File: src/rtl/array_collect_pkg.sv
// Shared types for array_collect: FSM state encoding and a slot-index width helper.
package array_collect_pkg;

    typedef enum logic {
        FILL = 1'b0,
        FULL = 1'b1
    } collect_state_t;

    // A slot index needs at least one bit even when a frame holds a single word.
    function automatic int idx_width(input int m);
        return (m > 1) ? $clog2(m) : 1;
    endfunction

endpackage

File: src/rtl/array_collect.sv
// Packs M consecutive N-bit words into an unpacked frame and hands it downstream over valid/ready.
// Optional ARRAY_COLLECT_FLUSH_EN adds a flush input to close partial frames and an out_count output.
module array_collect
    import array_collect_pkg::*;
#(
    parameter int N = 2,
    parameter int M = 2
) (
    input  logic                     clock,
    input  logic                     rstn,
    input  logic                     in_valid,
    output logic                     in_ready,
    input  logic [N-1:0]             in_data,
`ifdef ARRAY_COLLECT_FLUSH_EN
    input  logic                     flush,
    output logic [$clog2(M+1)-1:0]   out_count,
`endif
    output logic                     out_valid,
    input  logic                     out_ready,
    output logic [N-1:0]             out_data [0:M-1]
);

    localparam int IW = idx_width(M);

    collect_state_t state_reg;
    logic [IW-1:0]  idx_reg;
    logic [N-1:0]   slot_reg [0:M-1];

    logic in_xfer;
    logic out_xfer;
    logic last_word;
    logic close_frame;

    assign out_valid = (state_reg == FULL);
    assign in_ready  = (state_reg == FILL) || out_ready;
    assign in_xfer   = in_valid && in_ready;
    assign out_xfer  = out_valid && out_ready;
    assign last_word = in_xfer && (idx_reg == IW'(M - 1));

`ifdef ARRAY_COLLECT_FLUSH_EN
    localparam int CW = $clog2(M + 1);

    // An empty frame (idx 0, no word this cycle) is never closed by flush.
    assign close_frame = last_word || (flush && (in_xfer || (idx_reg != '0)));

    always_ff @(posedge clock or negedge rstn) begin
        if (!rstn) begin
            out_count <= '0;
        end else if (state_reg == FILL && close_frame) begin
            out_count <= CW'(idx_reg) + CW'(in_xfer);
        end
    end
`else
    assign close_frame = last_word;
`endif

    always_ff @(posedge clock or negedge rstn) begin
        if (!rstn) begin
            state_reg <= FILL;
            idx_reg   <= '0;
        end else begin
            case (state_reg)
                FILL: begin
                    if (close_frame) begin
                        state_reg <= FULL;
                        idx_reg   <= '0;
                    end else if (in_xfer) begin
                        idx_reg <= idx_reg + IW'(1);
                    end
                end
                FULL: begin
                    // A word accepted alongside the drain already occupies slot 0.
                    if (out_xfer) begin
                        state_reg <= (in_xfer && M == 1) ? FULL : FILL;
                        idx_reg   <= (in_xfer && M > 1) ? IW'(1) : '0;
                    end
                end
                default: begin
                    state_reg <= FILL;
                    idx_reg   <= '0;
                end
            endcase
        end
    end

    for (genvar gi = 0; gi < M; gi++) begin : g_slot
        always_ff @(posedge clock or negedge rstn) begin
            if (!rstn) begin
                slot_reg[gi] <= '0;
            end else if (out_xfer) begin
                slot_reg[gi] <= (gi == 0 && in_xfer) ? in_data : '0;
            end else if (state_reg == FILL && in_xfer && idx_reg == IW'(gi)) begin
                slot_reg[gi] <= in_data;
            end
        end
        assign out_data[gi] = slot_reg[gi];
    end

endmodule
File: config.mk
export PLATFORM = sky130hd
export DESIGN_NAME = array_collect
export DESIGN_NICKNAME = d
export VERILOG_FILES = /design/src/rtl/array_collect_pkg.sv /design/src/rtl/array_collect.sv
export SDC_FILE = /design/constraint.sdc
export NUM_CORES = 1
export LEC_CHECK = 0
export CAP_MARGIN = 20
export CORE_AREA = 2 2 39 41
export CTS_CLUSTER_DIAMETER = 80
export DETAILED_ROUTE_END_ITERATION = 7
export DIE_AREA = 0 0 41 43
export GPL_TIMING_DRIVEN = 0
export HOLD_SLACK_MARGIN = 0.05
export PLACE_DENSITY_LB_ADDON = 0.2
export SLEW_MARGIN = 20
export SYNTH_ARGS = -nofsm -noshare
export SYNTH_HDL_FRONTEND = slang
export SYNTH_SLANG_ARGS = --single-unit
File: constraint.sdc
create_clock -name clock -period 1.1 [get_ports clock]
set_clock_uncertainty 0.1 [all_clocks]
set_input_delay 0.11 -clock clock [delete_from_list [all_inputs] [get_ports clock]]
set_output_delay 0.11 -clock clock [all_outputs]
set_load 0.1 [all_outputs]
==> flow_metrics.tcl <==
set metrics [dict create \
    yosys-top-cells-area "dfrtp_1 (47%), mux2i_1 (22%), o21ai_1 (4.7%), a211oi_2 (3.9%), a31oi_1 (3.9%)" \
    path_class "flip-flop to primary output" \
    cts_tree "yes" \
    fp-row-count 14 \
    start_util_pct 23.1 \
    yosysWarnings 0 \
    place_area_um2 478 \
    r2r_end "out_data[1]" \
    io_pins 12 \
    crit_path_max_fanout 2 \
    grt_pass1_vias 270 \
    period_needed_ps 1500 \
    fin_nets 56 \
    h-tree-depth 1 \
    start_kind "flip-flop" \
    critPathSlowestCell "dfrtp_4" \
    multiInputGateArea_um2 180 \
    synth_top_cell_area_share_pct 47.1 \
    grt_max_degree 8 \
    seqCellArea_um2 164 \
    antenna_cells 0 \
    gp_congestion 0.749 \
    slew_violations 0 \
    portBuffers 11 \
    layout-drive-gt1-share_pct 55.1 \
    track_usage_pct 10.5 \
    core_area_um2 1380 \
    fin_area_um2 588 \
    worst_slew_pin_slew_ps 485 \
    antenna_found_initial 0 \
    dieArea_um2 1760 \
    cts_buffer_depth 2 \
    drc 0 \
    startpoint "out_valid" \
    drtIter0Drc 1 \
    setup-violations-final 8 \
    max_slew_margin_pct 67.9 \
    wl_per_cell_um 12.2 \
    postSynthCellCount 30 \
    vias_per_cell 4.55 \
    maxCapViolCount 0 \
    numCtsBuffers 3 \
    largest_reg_flops 4 \
    cp.required_ps 890 \
    cts.sinks 6 \
    async_flop_share_pct 100 \
    regToRegSetupSlack_ps -290 \
    rsz0062_at_grt "yes" \
    cts_root_buf "clkbuf_4" \
    hpwl_um 546 \
    fillerInstances 137 \
    postLayoutSetupSlackWorst_ps -399 \
    clkTransAtPathRegs_ps 50 \
    reg2reg_depth 6 \
    synthToLayoutAreaGrowth_pct 84.3 \
    insertion_delay_ps 250 \
    die_w_um 41 \
    r2r-start "out_valid" \
    fp.dieH_um 43 \
    grt.overflow.total 0 \
    violations "setup timing" \
    hold_class "input port to asynchronous set/reset pin" \
    first_pass_iters 2 \
    synthesis.area_um2 319 \
    synth_nets 36 \
    ys_ff_latch 6 \
    synth-edff-count 0 \
    grt_pass1_wl_mm 1.15 \
    antenna_left 0 \
    yosysMostFrequentCell "mux2i_1" \
    arrival_ps 1290 \
    drt-total-wl_um 791 \
    seq_area_frac_synth_pct 47.1 \
    crit_chain "buf_6 > and2b_2 > inv_8 > buf_12" \
    slowest_delay_ps 470 \
    period_share_pct 136 \
    fmax_mhz 667 \
    finalHoldViolations 0 \
    yosys_most_used_dff "dfrtp_1" \
    num_vias 296 \
    synth_top_area_cell "dfrtp_1" \
    status "finished with violations" \
    syn_avg_cell_area_um2 10.6 \
    netlist_top_cells_count "mux2i_1 (7), dfrtp_1 (6), o21ai_1 (3)" \
    synth.distinct_cells 13 \
    cp-end-kind "primary output" \
]
## cell type report
cell class	instances	area share, %
plain buffers	1	1.91
flip-flops and latches	6	27.9
multi-input cells	22	30.6
inverters	1	1.91
repair buffers	15	29.8
well taps	16	3.40
clock buffers	4	4.47
## how the worst max path moves through the flow
| stage | end | slack (ps) | cells past startpoint |
|---|---|---|---|
| 6_report | in_ready | -400 | 4 |
| 5_1_grt | in_ready | -430 | 4 |
| 4_1_cts | in_ready | -410 | 4 |
| 3_5_place_dp | in_ready | -1280 | 4 |
| 3_3_place_gp | in_ready | -1290 | 4 |
| 2_1_floorplan | out_valid | -390 | 4 |
## critical path: cells and delay by family (launching register included)
family / cells / cell delay [ps]
flops: 1 / 470
buf+inv: 3 / 340
simple gates: 1 / 230
## repair_timing
action	4_1_cts	5_1_grt
endpoints found under the setup margin	9	16
buffers inserted	2	2
resized for setup	47	6
endpoints found under the hold margin	6	0
hold buffers	1	0
## cell usage in the layout (no fill, tap or decap), types with 2 or more instances in the layout
master | netlist | final
nand2_1 | 2 | 2
dfrtp_2 | 0 | 2
dfrtp_4 | 0 | 3
clkbuf_4 | 0 | 3
mux2i_1 | 7 | 7
buf_12 | 0 | 3
a31oi_1 | 2 | 2
o21ai_1 | 3 | 2
buf_6 | 0 | 3
buf_4 | 0 | 3
clkdlybuf4s50_1 | 0 | 4
## metrics by stage
step / instances / hold slack, ps / setup TNS (ps) / utilization, % / setup WS, ps
3_3_place_gp: 57 / 279 / -5550 / 34.5 / -1290
3_5_place_dp: 57 / 285 / -5670 / 34.5 / -1280
6_report: 65 / 84.5 / -1350 / 42.5 / -399
2_1_floorplan: 30 / -286 / -1510 / - / -386
4_1_cts: 64 / 421 / -1130 / 40.4 / -412
5_1_grt: 65 / 106 / -1680 / 42.5 / -433
## kinds of logic after synthesis
logic type,Yosys count,synth area share [%]
AO/OA/AOI/OAI,6,12.5
buffers and inverters,2,2.74
AND/OR/NAND/NOR,9,15.7
multiplexers,7,22.0
flip-flops,6,47.1
## per-layer routing
metal | track usage [%] | routed length, µm | part of all wire, %
met1 | 13.2 | 323 | 41
met2 | 13.4 | 420 | 53
met3 | 3.14 | 40 | 5.1
met4 | 10.0 | 6 | 0.76
met5 | 0 | 0 | 0
Power is not shown: default switching activity piles up to over one toggle a cycle in this logic, so the estimate is an artifact.
